`config.mk`:
```
export PLATFORM = sky130hd
export DESIGN_NAME = imem_loader_flat
export DESIGN_NICKNAME = d
export VERILOG_FILES = /design/src/rtl/cpu_pkg.sv /design/src/rtl/imem_loader_if.sv /design/src/rtl/imem_loader.sv /design/src/flat_wrapper.sv
export SDC_FILE = /design/constraint.sdc
export NUM_CORES = 1
export LEC_CHECK = 0
export ABC_AREA = 1
export CAP_MARGIN = 20
export CORE_MARGIN = 2
export CORE_UTILIZATION = 45
export DETAILED_ROUTE_END_ITERATION = 8
export HOLD_SLACK_MARGIN = 0.15
export PLACE_DENSITY = 0.81
export SYNTH_ARGS = -nofsm -noshare
export SYNTH_HDL_FRONTEND = slang
export SYNTH_SLANG_ARGS = --single-unit
```
`constraint.sdc`:
```
create_clock -name clk -period 1.97 [get_ports clk]
set_clock_uncertainty 0.15 [all_clocks]
set_input_delay 0.394 -clock clk [delete_from_list [all_inputs] [get_ports clk]]
set_output_delay 0.394 -clock clk [all_outputs]
set_load 0.05 [all_outputs]
```
`src/rtl/cpu_pkg.sv`:
```
// -----------------------------------------------------------------------------
// cpu_pkg
// Shared definitions for the instruction-fetch path. It holds the default frame
// start marker, the instruction word width and the state encoding of the
// program loader.
// -----------------------------------------------------------------------------
package cpu_pkg;

  localparam int         INSTR_WIDTH       = 32;
  localparam logic [7:0] SYNC_BYTE_DEFAULT = 8'hA5;

  typedef enum logic [2:0] {
    IDLE,
    CNT_HI,
    CNT_LO,
    DATA,
    WRITE,
    DONE,
    ERR
  } loader_state_t;

endpackage

```
`src/rtl/imem_loader_if.sv`:
```
// -----------------------------------------------------------------------------
// imem_loader_if
// Groups the byte-stream handshake and the instruction memory write port used
// by the program loader.
//   in_data / in_valid / in_ready : byte stream from the source to the loader
//   imem_we / imem_addr / imem_wdata : one-word write port into instruction memory
// Modports:
//   slave  - the loader: it consumes the stream and drives the memory port
//   master - the byte source/host side: it drives the stream and observes the port
// -----------------------------------------------------------------------------
interface imem_loader_if #(
  parameter int ADDR_WIDTH = 8
);
  import cpu_pkg::*;

  logic [7:0]             in_data;
  logic                   in_valid;
  logic                   in_ready;
  logic                   imem_we;
  logic [ADDR_WIDTH-1:0]  imem_addr;
  logic [INSTR_WIDTH-1:0] imem_wdata;

  modport slave (
    input  in_data,
    input  in_valid,
    output in_ready,
    output imem_we,
    output imem_addr,
    output imem_wdata
  );

  modport master (
    output in_data,
    output in_valid,
    input  in_ready,
    input  imem_we,
    input  imem_addr,
    input  imem_wdata
  );

endinterface

```
`src/rtl/imem_loader.sv`:
```
// -----------------------------------------------------------------------------
// imem_loader
// Receives a framed byte stream (SYNC_BYTE, 16-bit word count N MSB first, then
// N big-endian 32-bit words). It writes the words into instruction memory at
// consecutive word addresses starting at 0. The CPU core is held in reset until
// a load completes.
// Ports:
//   clk, rst      - system clock; synchronous active-high reset
//   bus (slave)   - byte stream handshake plus the imem write port
//   cpu_rst       - reset request to the CPU core
//   done          - one-cycle pulse when a frame has been fully loaded
//   error         - held high after a frame whose count exceeds memory size
//   words_loaded  - number of words written in the current or last frame
// -----------------------------------------------------------------------------
module imem_loader
  import cpu_pkg::*;
#(
  parameter int         ADDR_WIDTH = 8,
  parameter logic [7:0] SYNC_BYTE  = SYNC_BYTE_DEFAULT
) (
  input  logic        clk,
  input  logic        rst,
  imem_loader_if.slave bus,
  output logic        cpu_rst,
  output logic        done,
  output logic        error,
  output logic [15:0] words_loaded
);

  // Memory depth as a 17-bit value so that a full 16-bit count can be compared
  // against it without overflow, even when ADDR_WIDTH is 16.
  localparam logic [16:0] DEPTH = 17'd1 << ADDR_WIDTH;

  loader_state_t state_reg, state_next;

  logic [15:0]            count_reg;
  logic [1:0]             byte_idx_reg;
  logic [23:0]            shift_reg;      // first three bytes of the word in flight
  logic [INSTR_WIDTH-1:0] wdata_reg;
  logic [ADDR_WIDTH-1:0]  addr_reg;
  logic [15:0]            words_loaded_reg;
  logic                   loaded_reg;

  logic        in_ready_c;
  logic        imem_we_c;
  logic        cpu_rst_c;
  logic        done_c;
  logic        error_c;
  logic [16:0] frame_len;

  // The full count becomes known in the same cycle the low byte transfers.
  assign frame_len = {1'b0, count_reg[15:8], bus.in_data};

  // ---------------------------------------------------------------------------
  // State register
  // ---------------------------------------------------------------------------
  always_ff @(posedge clk) begin
    if (rst) begin
      state_reg <= IDLE;
    end else begin
      state_reg <= state_next;
    end
  end

  // ---------------------------------------------------------------------------
  // Next state and state-decoded outputs. in_ready depends only on the state, so
  // each receive state tests in_valid directly. A transfer is therefore
  // in_valid in any state that drives in_ready high.
  // ---------------------------------------------------------------------------
  always_comb begin
    state_next = state_reg;
    in_ready_c = 1'b0;
    imem_we_c  = 1'b0;
    cpu_rst_c  = 1'b1;
    done_c     = 1'b0;
    error_c    = 1'b0;

    case (state_reg)
      IDLE: begin
        in_ready_c = 1'b1;
        cpu_rst_c  = ~loaded_reg;
        if (bus.in_valid && (bus.in_data == SYNC_BYTE)) begin
          state_next = CNT_HI;
        end
      end

      CNT_HI: begin
        in_ready_c = 1'b1;
        if (bus.in_valid) begin
          state_next = CNT_LO;
        end
      end

      CNT_LO: begin
        in_ready_c = 1'b1;
        if (bus.in_valid) begin
          if (frame_len > DEPTH) begin
            state_next = ERR;
          end else if (frame_len == 17'd0) begin
            state_next = DONE;
          end else begin
            state_next = DATA;
          end
        end
      end

      DATA: begin
        in_ready_c = 1'b1;
        if (bus.in_valid && (byte_idx_reg == 2'd3)) begin
          state_next = WRITE;
        end
      end

      WRITE: begin
        imem_we_c = 1'b1;
        if ((words_loaded_reg + 16'd1) == count_reg) begin
          state_next = DONE;
        end else begin
          state_next = DATA;
        end
      end

      DONE: begin
        done_c     = 1'b1;
        state_next = IDLE;
      end

      ERR: begin
        error_c = 1'b1;
      end

      default: begin
        state_next = IDLE;
      end
    endcase
  end

  // ---------------------------------------------------------------------------
  // Datapath: count capture, byte-to-word shifter, write address/data and the
  // loaded flag. The address and data are latched when the fourth byte of a
  // word arrives. They then stay stable through WRITE and afterwards.
  // ---------------------------------------------------------------------------
  always_ff @(posedge clk) begin
    if (rst) begin
      count_reg        <= '0;
      byte_idx_reg     <= '0;
      shift_reg        <= '0;
      wdata_reg        <= '0;
      addr_reg         <= '0;
      words_loaded_reg <= '0;
      loaded_reg       <= 1'b0;
    end else begin
      case (state_reg)
        CNT_HI: begin
          if (bus.in_valid) begin
            count_reg[15:8] <= bus.in_data;
          end
        end

        CNT_LO: begin
          if (bus.in_valid) begin
            count_reg[7:0]   <= bus.in_data;
            words_loaded_reg <= '0;
            byte_idx_reg     <= '0;
          end
        end

        DATA: begin
          if (bus.in_valid) begin
            shift_reg    <= {shift_reg[15:0], bus.in_data};
            byte_idx_reg <= byte_idx_reg + 2'd1;   // wraps to 0 for the next word
            if (byte_idx_reg == 2'd3) begin
              wdata_reg <= {shift_reg, bus.in_data};
              addr_reg  <= words_loaded_reg[ADDR_WIDTH-1:0];
            end
          end
        end

        WRITE: begin
          words_loaded_reg <= words_loaded_reg + 16'd1;
        end

        DONE: begin
          loaded_reg <= 1'b1;
        end

        default: begin
        end
      endcase
    end
  end

  assign bus.in_ready   = in_ready_c;
  assign bus.imem_we    = imem_we_c;
  assign bus.imem_addr  = addr_reg;
  assign bus.imem_wdata = wdata_reg;
  assign cpu_rst        = cpu_rst_c;
  assign done           = done_c;
  assign error          = error_c;
  assign words_loaded   = words_loaded_reg;

endmodule

```
`src/flat_wrapper.sv`:
```
// flat-port wrapper written by rule: the top's interface ports become plain ports
module imem_loader_flat import cpu_pkg::*;
#(
  parameter int         ADDR_WIDTH = 8,
  parameter logic [7:0] SYNC_BYTE  = SYNC_BYTE_DEFAULT
)
  (clk, rst, cpu_rst, done, error, words_loaded, bus_in_data, bus_in_valid, bus_in_ready, bus_imem_we, bus_imem_addr, bus_imem_wdata);
  imem_loader_if #(.ADDR_WIDTH(ADDR_WIDTH)) bus_i ();
  input  logic clk;
  input  logic rst;
  output logic cpu_rst;
  output logic done;
  output logic error;
  output logic [15:0] words_loaded;
  input wire logic [$bits(bus_i.in_data)-1:0] bus_in_data;
  input wire logic [$bits(bus_i.in_valid)-1:0] bus_in_valid;
  output wire logic [$bits(bus_i.in_ready)-1:0] bus_in_ready;
  output wire logic [$bits(bus_i.imem_we)-1:0] bus_imem_we;
  output wire logic [$bits(bus_i.imem_addr)-1:0] bus_imem_addr;
  output wire logic [$bits(bus_i.imem_wdata)-1:0] bus_imem_wdata;
  assign bus_i.in_data = bus_in_data;
  assign bus_i.in_valid = bus_in_valid;
  assign bus_in_ready = bus_i.in_ready;
  assign bus_imem_we = bus_i.imem_we;
  assign bus_imem_addr = bus_i.imem_addr;
  assign bus_imem_wdata = bus_i.imem_wdata;
  imem_loader #(.ADDR_WIDTH(ADDR_WIDTH), .SYNC_BYTE(SYNC_BYTE)) u_core (.clk(clk), .rst(rst), .bus(bus_i), .cpu_rst(cpu_rst), .done(done), .error(error), .words_loaded(words_loaded));
endmodule
```
# ---- Word level (Yosys, flattened, before mapping)
# Index checks and enable logic that the tools add are counted.
dict set report classes {
  add_sub_neg 2
  magnitude_cmp 1
  eq_ne 14
  mux 18
  n_bitwise 2
  reduce_logical 14
}
# op count
set ops {}
lappend ops {{one-hot mux 16 bit (2 select lines)} 1}
lappend ops {{two-way mux 3 bit} 7}
lappend ops {{one-hot mux 3 bit (6 select lines)} 1}
lappend ops {{zero test 17 bit} 1}
lappend ops {{adder 16 x 1 -> 16 bit (second input constant)} 1}
lappend ops {{== test 16 bit} 1}
lappend ops {{greater-than comparator 16 x 9 -> 1 bit (second input constant)} 1}
lappend ops {{two-way mux 16 bit} 1}
lappend ops {{== test 3 bit (second input constant)} 3}
lappend ops {{== test 8 bit (second input constant)} 1}
lappend ops {{AND reduction 2 bit} 4}
lappend ops {{== test 3 x 2 -> 1 bit (second input constant)} 2}
lappend ops {{inequality test 2 bit (second input constant)} 3}
lappend ops {{AND reduction 3 bit} 2}
lappend ops {{two-way mux 1 bit} 5}
lappend ops {{AND reduction 5 bit} 1}
lappend ops {{two-way mux 2 bit} 2}
lappend ops {{inequality test 2 x 1 -> 1 bit (second input constant)} 2}
lappend ops {{one-hot mux 2 bit (2 select lines)} 1}
lappend ops {{nonzero test 2 bit} 2}
lappend ops {{OR reduction 4 bit} 1}
lappend ops {{== test 3 x 1 -> 1 bit (second input constant)} 1}
lappend ops {{zero test 3 bit} 1}
lappend ops {{adder 2 x 1 -> 2 bit (second input constant)} 1}
lappend ops {{3 further kinds} 5}
dict set report totals {
  register_bits 102
  inputBits 11
}

# ---- Logic depth before layout (Yosys ltp)
# Gate-level depths: netlist of run 1.
dict set report depth {
  depth_word 5
  depth_mapped 14
}

# ---- Least setup slack after synthesis of run 1
# OpenSTA, ideal clock, no wires.
dict set report synth_path {
  path_type {flip-flop to flip-flop}
  from {register u_core.words_loaded_reg[1] (netlist: u_core.words_loaded[1])}
  to {register u_core.state_reg[1]}
  setup_time_ps 134
  arrival_ps 1936
  required_ps 1686
  slack_ps -250
  path_stages_with_launch 15
  n_path_buf 0
  path_cell_list {dfxtp_1 -> ha_1 -> nand2_1 -> nor2_4 -> nand2_2 -> clkinv_1 -> nand2_1 -> nand3_2 -> nand2_1 -> inv_1 -> nand2_1 -> nor2_1 -> nand3_1 -> nand2_1 -> a21oi_1}
}
dict set report synth_via {
  elab_chain_len 4
}
# item line
set synth_lines {}
lappend synth_lines {{from (decl)} imem_loader.sv:41} ;# logic [15:0] words_loaded_reg;
lappend synth_lines {{from (signal assigned)} imem_loader.sv:180} ;# words_loaded_reg <= words_loaded_reg + 16'd1;
lappend synth_lines {{adder 16 x 1 -> 16 bit} imem_loader.sv:116} ;# if ((words_loaded_reg + 16'd1) == count_reg) begin
lappend synth_lines {{== test 16 bit} imem_loader.sv:116}
lappend synth_lines {{two-way mux 3 bit} imem_loader.sv:116}
lappend synth_lines {{one-hot mux 3 bit (6 select lines)} imem_loader.sv:78} ;# case (state_reg)
lappend synth_lines {{to (signal assigned)} imem_loader.sv:61} ;# state_reg <= state_next;
lappend synth_lines {{to (decl)} imem_loader.sv:34} ;# loader_state_t state_reg, state_next;
# No other way between the ends.
# A chain may end at the register's enable or synchronous reset.

# ---- Worst setup path after layout of run 1
dict set report layout_path {
  from {register u_core.words_loaded_reg[1] (netlist: u_core.words_loaded[1])}
  to {register u_core.state_reg[2]}
}
# Same word-level chain as after synthesis.

==> results of run 1 <==
==> logic make-up (layout without fill, tap and decap cells) <==
| family | after synthesis | in the layout | synth area share |
|---|---|---|---|
| compound gates | 167 | 167 | 0.200 |
| buf+inv | 112 | 217 | 0.0973 |
| flops | 102 | 102 | 0.439 |
| fa+ha+maj | 2 | 2 | 0.00537 |
| simple gates | 253 | 253 | 0.246 |
| xor+xnor | 5 | 5 | 0.0126 |
==> layer usage <==
layer  up-vias  wire length, um  part of all wire  global-route usage
li1       2316                -                 -                   -
met4         0              309             0.023              0.0686
met3        24              897             0.068              0.0433
met5         -                0                 0                   0
met2       187             6360              0.48               0.374
met1      2185             5690              0.43               0.306
==> layout by cell type, fill, tap and decap left out, types with 2 or more instances in the layout <==
master	count
a211oi_1	21
a211oi_2	4
a21oi_1	75
a21oi_2	2
buf_12	6
buf_4	98
buf_6	3
clkbuf_16	2
clkbuf_8	9
clkdlybuf4s50_1	10
clkinv_4	2
dfxtp_1	88
dfxtp_2	11
dfxtp_4	3
inv_1	74
inv_2	3
inv_4	2
inv_6	2
nand2_1	103
nand2_2	14
nand3_1	39
nand3_2	7
nand3b_1	4
nand4_1	7
nor2_1	53
nor2_2	11
nor2_4	9
nor4_1	2
o21ai_0	60
o21ai_2	2
xor2_1	3
==> power by group <==
group,leakage [nW],internal (mW),switching [mW]
sequential,0.829,2.06,0.00105
clock,0.109,0.621,0.797
combinational,1.56,0.0465,0.0687
==> final timing paths <==
check	start	end	slack, ns
max	u_core.words_loaded[1]	u_core.state_reg[2]	0.02
min	u_core.shift_reg[16]	u_core.bus.imem_wdata[24]	0.30
max reg2reg	u_core.words_loaded[1]	u_core.state_reg[2]	0.02
min reg2reg	u_core.shift_reg[16]	u_core.bus.imem_wdata[24]	0.30
==> worst min-delay path, stage by stage, from the launching register on <==
cell and delay [ns]:
dfxtp_1 0.33, inv_1 0.05, a21oi_1 0.05
==> through the flow <==
step	cells	setup WS, ns
finish	882	0.0154
detailed placement	851	-0.233
CTS	867	-0.000113
global placement	851	-0.132
floorplan	641	0.00122
global route	882	-0.121
==> final cells by class <==
class                           instances  share of cell area
Multi-Input combinational cell        427               0.373
Sequential cell                       102               0.339
Timing Repair Buffer                  120               0.173
Inverter                               81              0.0513
Tap cell                              136              0.0279
Clock buffer                            9              0.0203
Clock inverter                          7              0.0152
==> what timing repair did <==
item	CTS	global route
gates cloned	0	2
buffers inserted	0	13
setup endpoints to repair	5	19
pin swaps	0	17
gates resized for setup	8	35
==> out/results.ini, run 1 <==
[logic_synthesis]
synthArstFlopShare = 0
synth_ff_type = dfxtp_1
syn_area_per_cell_um2 = 7.26
synth_edf_count = 0
ys_warn_count = 0
synthTopCellsByCount = 112 x nand2_1, 102 x dfxtp_1, 76 x a21oi_1
synth_area_leaders = dfxtp_1 44%, nand2_1 9.0%, a21oi_1 8.2%, o21ai_0 6.4%, inv_1 6.0%
synth_cell_types = 33
yosys.area.top_type = dfxtp_1
synth_seq_cells = 102
synth_cells = 641
synth_seq_area_share = 0.439
yosysMostFrequentCell = nand2_1
synth_area_um2 = 4660
yosys.area.top_type_share = 0.439
syn_nets = 654

[clocking]
htree_levels = 3
cts_hold_buf = 0
cts_tree = done
cts_made_buffers = 9
clockRootBuffer = clkbuf_8
clkTransAtPathRegs_ns = 0.11
clk_latency_ns = 0.37
clock_path_buffers = 2
cts_num_sinks = 102

[critical_path]
path_buf_inv = 1
crit_family = simple AND/OR/NAND/NOR gates
worstSetupPathDepth = 13
crit_chain = ha_4 > nand2_2 > nor2_4 > nand2_2 > clkinv_1 > nand2_1 > nand3_2 > nand2_2 > nor2_2 > nand3b_1 > nor2_1 > nand3_1 > a21oi_2
reg2regPathDepth = 13
critical_path_class = flop to flop
cp_common_cell = nand2_2
critPathSlowestCell = dfxtp_4
crit_required_ns = 2.14
critPathCaptureType = flop
worstPathArrival_ns = 2.12
cp_max_fo = 6
start_kind = flop
cpPeakStageDelay_ns = 0.38

[timing]
fin_crit_ns = 1.95
drv_slew = 0
setup_viol = 0
rsz0062_at_grt = true
final.setup.tns_ns = 0
relSlewSlack = 0.778
period_share = 0.992
fmax_mhz = 512
worst_slew_pin_slew_ns = 0.329
hold_violations = 0
hold-worst-slack_ns = 0.304

[place]
gp_congestion = 0.923
placed_area_um2 = 5590
hpwl_mm = 9.15
io_buffers = 71

[global_route]
grt-ovfl-total = 0
first_global_vias = 4339
track_usage = 0.228
grt_pass1_wl_mm = 20.7
grt_antenna_before_repair = 0
grt_max_degree = 47

[detailed_routing]
wl_per_cell_um = 15.0
dr.pass1.iters = 5
vias_per_cell = 5.34
via_count = 4712
drcViolationCount = 0
routed_wl_mm = 13.3
antenna_left = 0
drt-initial-drc-count = 395

[die]
die_w_um = 106
io_pins = 72
core_um2 = 10200
initial_core_util = 0.457
die_area_um2 = 11200
die_y_um = 106
rows = 37

[layout]
multi_input_area_um2 = 2270
nets = 754
fin_area_um2 = 6090
diodes = 0
num-fill-cells = 903
drive_gt1_frac = 0.268
area_growth_pct = 30.9
fin_util = 0.598
largest_reg_flops = 32
seq_area_um2 = 2070

[flow_run]
cap_violations = 0

[power]
finalPower_mw = 3.59
pwr_density_cell_nw_per_um2 = 589
leakage_nw = 2.50
max-vdd-ir-drop_v = 0.000454

[worst_hold_path]
hp-class = flop to flop
whs_path_depth = 2

[run_status]
status = finished clean

(Power assumes the default switching activity.)
==> run 2, diff against run 1 <==
--- a/config.mk
+++ b/config.mk
@@ -12,6 +12,7 @@
 export DETAILED_ROUTE_END_ITERATION = 8
 export HOLD_SLACK_MARGIN = 0.15
 export PLACE_DENSITY = 0.81
+export SETUP_SLACK_MARGIN = 0.02
 export SYNTH_ARGS = -nofsm -noshare
 export SYNTH_HDL_FRONTEND = slang
 export SYNTH_SLANG_ARGS = --single-unit
==> run 2 against run 1 <==
First-iteration DRC count is 17% lower. Fmax is 1.8% higher. Via count is 3.2% lower. Critical path type is now flop to primary output.
==> out/results.ini, run 2 (synthesis gave the netlist of run 1 again) <==
[detailed_routing]
vias_per_cell = 5.24  ; -1.9%
dr.pass1.iters = 5  ; unchanged
wl_met2_mm = 6.21  ; -2.3%
drt-initial-drc-count = 327  ; -17%
wl_met3_um = 706  ; -21%
drcViolationCount = 0  ; unchanged
routed_wl_mm = 12.7  ; -4.3%
highest_layer = met4
via_count = 4561  ; -3.2%
antenna_left = 0  ; unchanged
met1_length_mm = 5.68  ; -0.21%
wl_per_cell_um = 14.6  ; -2.9%

[critical_path]
crit_chain = buf_4 > inv_1 > nor3_4 > buf_12
start_kind = flop
rrSetupSlack_ns = 0.05  ; +0.04 ns
worstPathArrival_ns = 1.38  ; -0.74 ns
crit_required_ns = 1.43  ; -0.71 ns
critPathSlowestCell = dfxtp_2
cpPeakStageDelay_ns = 0.39  ; about the same
critical_path_class = flop to primary output
crit_path_start = u_core.state_reg[1]
reg2regPathDepth = 13  ; unchanged
crit_family = flip-flops
cp_max_fo = 4  ; -2
critPathCaptureType = primary output
path_buf_inv = 3  ; +2
rr_endpoint = u_core.state_reg[2]
worstReg2RegStart = u_core.words_loaded[1]

[clocking]
clockRootBuffer = clkbuf_8
cts_num_sinks = 102  ; unchanged
htree_levels = 3  ; unchanged
clk_latency_ns = 0.38  ; about the same
cts_hold_buf = 0  ; unchanged
clkTransAtPathRegs_ns = 0.11  ; about the same
clock_path_buffers = 2  ; unchanged
cts_tree = done
cts_made_buffers = 9  ; unchanged

[layout]
seq_area_um2 = 2070  ; about the same
drive_gt1_frac = 0.255  ; -0.0133
largest_reg_flops = 32  ; unchanged
num-fill-cells = 924  ; +2.3%
diodes = 0  ; unchanged
layout_commonest_cell = nand2_1
fin_util = 0.588  ; -0.0103
area_growth_pct = 28.6
mostFrequentLayoutCells = 101 x nand2_1, 87 x dfxtp_1, 86 x buf_4
nets = 742  ; -1.6%
fin_area_um2 = 5990  ; -1.7%
multi_input_area_um2 = 2270  ; -0.16%

[die]
rows = 37  ; unchanged
die_y_um = 106  ; unchanged
io_pins = 72  ; unchanged
initial_core_util = 0.457  ; unchanged
die_w_um = 106  ; unchanged
core_um2 = 10200  ; unchanged
die_area_um2 = 11200  ; unchanged

[power]
comb_power_share = 0.033  ; about the same
p_int_mw = 2.61  ; -4.2%
p_clk_frac = 0.377  ; -0.018
leakage_nw = 2.44  ; -2.1%
p_seq_frac = 0.590  ; +0.017
pwr_density_cell_nw_per_um2 = 583  ; -1.1%
swShare = 0.252  ; +0.0108
max-vdd-ir-drop_v = 0.000370  ; -19%
switchingPower_mw = 0.880  ; +1.5%

[timing]
hold_violations = 0  ; unchanged
drv_slew = 0  ; unchanged
period_share = 0.974  ; -0.0178
fin_crit_ns = 1.92  ; -0.0351 ns
rsz0062_at_grt = true
worst_slew_pin_slew_ns = 0.406  ; +0.0768 ns
relSlewSlack = 0.730  ; -0.0489
fmax_mhz = 521  ; +1.8%
setup_viol = 0  ; unchanged

[worst_hold_path]
worstHoldEndpoint = u_core.bus.imem_wdata[25]
hp-start = u_core.shift_reg[17]
hp-class = flop to flop
whs_path_depth = 2  ; unchanged

[global_route]
grt_max_degree = 50  ; +6.4%
grt_antenna_before_repair = 0  ; unchanged
track_usage = 0.224  ; -0.00457
first_global_vias = 4275  ; -1.5%
grt-ovfl-total = 0  ; unchanged
grt_pass1_wl_mm = 20.4  ; -1.6%

[flow_run]
cap_violations = 0  ; unchanged

[place]
hpwl_mm = 8.90  ; -2.8%
placed_area_um2 = 5610  ; +0.47%
gp_congestion = 0.901  ; -2.3%
io_buffers = 71  ; unchanged

[run_status]
status = finished clean

[run 2: cell count changes in the layout (fill, tap and decap cells not counted), sizes merged]
cell	before	now
buf	108	97
bufinv	1	0
clkinv	4	3
inv	82	84
clkbuf	11	10
[run 2: worst max path at each step]
stage / slack [ns] / endpoint / depth (start not counted)
6_report: 0.05 / error / 4
5_1_grt: -0.07 / u_core.state_reg[1] / 12
4_1_cts: 0.002 / done / 5
3_5_place_dp: -0.18 / u_core.bus.imem_wdata[4] / 10
3_3_place_gp: -0.17 / u_core.bus.imem_addr[1] / 11
2_1_floorplan: 0.01 / u_core.state_reg[1] / 14
[run 2: per-stage QoR]
stage | TNS, ns | worst slack [ns] | power, mW | hold WS, ns | instances
global route | -0.139 | -0.0689 | 3.62 | 0.320 | 870
detailed placement | -10.02 | -0.185 | 2.22 | 0.290 | 849
CTS | 0 | 0.00155 | 3.52 | 0.309 | 865
finish | 0 | 0.0505 | 3.49 | 0.304 | 870
floorplan | 0 | 0.0132 | 2.16 | 0.270 | 641
global placement | -7.05 | -0.166 | 2.22 | 0.281 | 849
[run 2: worst register-to-register path, cell delays in order, from the launching register on]
cell and delay (ns):
dfxtp_4 0.38, ha_4 0.16, nand2_4 0.06, nor2_4 0.22, nand2_2 0.10, clkinv_1 0.07
nand2_1 0.07, nand3_2 0.09, nand2_2 0.05, nor2_2 0.07, nand3b_1 0.09, nor2_1 0.10
nand3_1 0.11, a21oi_2 0.12
[run 2: power groups by stage]
stage / registers [mW] / clock network, mW / logic, mW
global placement: 2.11 / 0 / 0.114
CTS: 2.06 / 1.34 / 0.116
finish: 2.06 / 1.32 / 0.116
global route: 2.06 / 1.43 / 0.124
floorplan: 2.11 / 0 / 0.0475
detailed placement: 2.11 / 0 / 0.116
[run 2: cell type report]
cell class              count  share of cell area
multi-input cells         427               0.379
clock inverters             7              0.0125
repair buffers            108               0.163
well taps                 136              0.0284
clock buffers               9              0.0207
flip-flops and latches    102               0.345
inverters                  81              0.0516
[run 2: what timing repair did]
item,in CTS,in global routing
pin swaps,1,19
hold endpoints to repair,0,0
endpoints found under the setup margin,5,10
gates resized for setup,4,34
buffers inserted,0,4
cloned,0,1
[run 2: per-layer routing]
metal / global-route usage / vias to the layer above
met5: 0 / -
met3: 0.0383 / 7
li1: - / 2278
met2: 0.371 / 131
met1: 0.301 / 2145
met4: 0.0611 / 0
==> run 3, diff against run 2 <==
--- a/config.mk
+++ b/config.mk
@@ -5,13 +5,15 @@
 export SDC_FILE = /design/constraint.sdc
 export NUM_CORES = 1
 export LEC_CHECK = 0
-export ABC_AREA = 1
+export ABC_AREA = 0
 export CAP_MARGIN = 20
+export CELL_PAD_IN_SITES_DETAIL_PLACEMENT = 1
+export CELL_PAD_IN_SITES_GLOBAL_PLACEMENT = 2
 export CORE_MARGIN = 2
-export CORE_UTILIZATION = 45
+export CORE_UTILIZATION = 31
 export DETAILED_ROUTE_END_ITERATION = 8
 export HOLD_SLACK_MARGIN = 0.15
-export PLACE_DENSITY = 0.81
+export PLACE_DENSITY = 0.92
 export SETUP_SLACK_MARGIN = 0.02
 export SYNTH_ARGS = -nofsm -noshare
 export SYNTH_HDL_FRONTEND = slang
==> run 3 against run 2 <==
The run now ends with setup timing left. Setup slack got worse by 0.27 ns. Sequential share of layout area is 2.0 points lower. Total power grew 41%. Hold slack got worse by 0.038 ns. Flip-flop and latch count stayed put. Critical path type is now flop to flop. Synthesized cell count shrank 11%. Fmax decreased by 12%. Global-route usage fell by 2.5 points. Critical path depth rose by 4. Cell count rose by 3.0%. Sequential power is 6% higher.
==> out/results.ini, run 3 <==
[detailed_routing]
antenna_left = 0  ; unchanged
dr.pass1.iters = 4  ; -1
drt-initial-drc-count = 246  ; -25%
via_count = 4497  ; -1.4%
drcViolationCount = 0  ; unchanged
wl_per_cell_um = 16.6  ; +13%
vias_per_cell = 5.02  ; -4.3%
routed_wl_mm = 14.8  ; +17%

[die]
rows = 43  ; +16%
die_y_um = 124  ; +17%
io_pins = 72  ; unchanged
initial_core_util = 0.320  ; -0.138
core_um2 = 13900  ; +37%
die_area_um2 = 15300  ; +37%
die_w_um = 124  ; +17%

[global_route]
grt_antenna_before_repair = 0  ; unchanged
first_global_vias = 4676  ; +9.4%
grt-ovfl-total = 0  ; unchanged
track_usage = 0.199  ; -0.0251
grt_max_degree = 62  ; +24%
grt_pass1_wl_mm = 23.5  ; +16%

[power]
leakage_nw = 2.54  ; +3.9%
p_seq_frac = 0.446  ; -0.144
finalPower_mw = 4.91  ; +41%
swShare = 0.292  ; +0.0396
pwr_density_cell_nw_per_um2 = 763  ; +31%
switchingPower_mw = 1.43  ; +63%
p_int_mw = 3.47  ; +33%
comb_power_share = 0.199  ; +0.166
p_clk_frac = 0.355  ; -0.022
max-vdd-ir-drop_v = 0.000420  ; +13%

[layout]
layout_commonest_cell = nand2_1
multi_input_area_um2 = 2400  ; +5.6%
diodes = 0  ; unchanged
largest_reg_flops = 32  ; unchanged
drive_gt1_frac = 0.328  ; +0.0734
fin_util = 0.462  ; -0.126
mostFrequentLayoutCells = 161 x nand2_1, 145 x buf_4, 89 x a21oi_1
num-fill-cells = 1647  ; +78%
nets = 725  ; -2.3%
area_growth_pct = 44.5
seq_area_um2 = 2090  ; +1.3%

[timing]
drv_slew = 0  ; unchanged
fin_ws_ns = -0.223  ; -0.274 ns
fin_crit_ns = 2.19  ; +0.274 ns
fmax_mhz = 456  ; -12%
hold_violations = 0  ; unchanged
period_share = 1.11  ; +0.139
rsz0062_at_grt = true
setup_viol = 5  ; +5
relSlewSlack = 0.757  ; +0.0271
final.setup.tns_ns = -0.424  ; -0.424 ns
worst_slew_pin_slew_ns = 0.365  ; -0.0406 ns

[critical_path]
path_buf_inv = 1  ; -2
critPathSlowestCell = dfxtp_4
cpPeakStageDelay_ns = 0.39  ; about the same
crit_family = simple AND/OR/NAND/NOR gates
critPathCaptureType = flop
cp_max_fo = 5  ; +1
worstPathArrival_ns = 2.30  ; +0.92 ns
start_kind = flop
reg2regPathDepth = 8  ; -5
crit_chain = ha_4 > and3_4 > and3_1 > buf_4 > nand2_1 > xnor2_1 > nand4_1 > o311a_1
critical_path_class = flop to flop
worstSetupPathDepth = 8  ; +4
crit_required_ns = 2.07  ; +0.64 ns

[run_status]
violations = setup timing
status = finished, violations left

[flow_run]
cap_violations = 0  ; unchanged

[logic_synthesis]
synth_ff_type = dfxtp_1
synthTopCellsByCount = 163 x nand2_1, 102 x dfxtp_1, 90 x a21oi_1
synth_seq_area_share = 0.459  ; +0.0200
ys_warn_count = 0  ; unchanged
synth_edf_count = 0  ; unchanged
yosysMostFrequentCell = nand2_1
yosys.area.top_type = dfxtp_1
yosys.area.top_type_share = 0.459  ; +0.0200
syn_nets = 586  ; -10%
synth_cells = 573  ; -11%
syn_area_per_cell_um2 = 7.77  ; +7.0%
synthArstFlopShare = 0  ; unchanged
synth_cell_types = 47  ; +42%
synth_area_um2 = 4450  ; -4.4%
synth_seq_cells = 102  ; unchanged
synth_area_leaders = dfxtp_1 46%, nand2_1 14%, a21oi_1 10%, nor2_1 3.3%, xnor2_1 3.0%

[clocking]
cts_made_buffers = 9  ; unchanged
clkTransAtPathRegs_ns = 0.07  ; -0.04 ns
clockRootBuffer = clkbuf_16
clk_latency_ns = 0.36  ; -0.02 ns
clock_path_buffers = 2  ; unchanged
cts_num_sinks = 102  ; unchanged
cts_tree = done
htree_levels = 3  ; unchanged

[place]
io_buffers = 71  ; unchanged
gp_congestion = 0.888  ; -1.5%
hpwl_mm = 10.5  ; +18%

[worst_hold_path]
whs_path_depth = 4  ; +2
hp-class = primary input to flop

run 3: metal layers:
| metal | up-vias | GRT usage | wire (um) |
|---|---|---|---|
| li1 | 2205 | - | - |
| met4 | 0 | 0.0824 | 238 |
| met2 | 75 | 0.336 | 7380 |
| met1 | 2196 | 0.253 | 6750 |
| met5 | - | 0 | 0 |
| met3 | 21 | 0.0284 | 466 |
run 3: final timing paths:
path	from	end	slack, ns
max	u_core.words_loaded[1]	u_core.state_reg[1]	-0.22
min	bus_in_data[1]	u_core.count_reg[9]	0.27
max reg2reg	u_core.words_loaded[1]	u_core.state_reg[1]	-0.22
min reg2reg	u_core.bus.imem_wdata[8]	u_core.bus.imem_wdata[8]	0.31
run 3: layout make-up:
type | instances | share of cell area
inverter | 6 | 0.00408
clock inverter | 5 | 0.00642
sequential | 102 | 0.326
tap | 180 | 0.0350
multi-input combinational | 424 | 0.372
clock buffer | 10 | 0.0371
timing repair buffer | 169 | 0.219
run 3: worst register-to-register path: cells and delay by family (launching register included):
kind            cells  cell delay, ns
fa+ha+maj           1            0.15
xor+xnor            1            0.19
buf+inv             1            0.13
simple gates        4            0.70
flops               1            0.39
compound gates      1            0.37
run 3: power groups by stage:
stage / Combinational [mW] / Sequential, mW / Clock (mW)
after floorplan: 0.502 / 2.19 / 0
after global placement: 0.787 / 2.22 / 0
after detailed placement: 0.820 / 2.23 / 0
after CTS: 0.868 / 2.20 / 1.78
after global routing: 1.06 / 2.20 / 1.85
final: 0.976 / 2.19 / 1.74
run 3: stage by stage:
stage               instances  setup WS [ns]  hold WS [ns]  instance area, um2
floorplan                 573         -0.270         0.282                4600
global placement          868         -0.782         0.293                5910
detailed placement        868         -0.780         0.300                5910
CTS                       889         -0.210         0.269                6330
global route              896         -0.307         0.291                6430
finish                    896         -0.223         0.266                6430
run 3: repair_timing:
action,CTS,global route
endpoints found under the setup margin,12,16
endpoints found under the hold margin,0,0
hold buffers,0,0
buffers inserted,6,7
resized for setup,57,18
pin swaps,13,11
run 3: kinds of logic (layout without fill, tap and decap cells):
| logic type | after synthesis | count (layout) | synth area share |
|---|---|---|---|
| multiplexers | 8 | 8 | 0.0183 |
| buffers and inverters | 47 | 190 | 0.0511 |
| AO/OA/AOI/OAI | 128 | 128 | 0.160 |
| adder cells (fa/ha/maj) | 2 | 2 | 0.00562 |
| AND/OR/NAND/NOR | 262 | 262 | 0.259 |
| XOR/XNOR | 24 | 24 | 0.0472 |
| flip-flops | 102 | 102 | 0.459 |
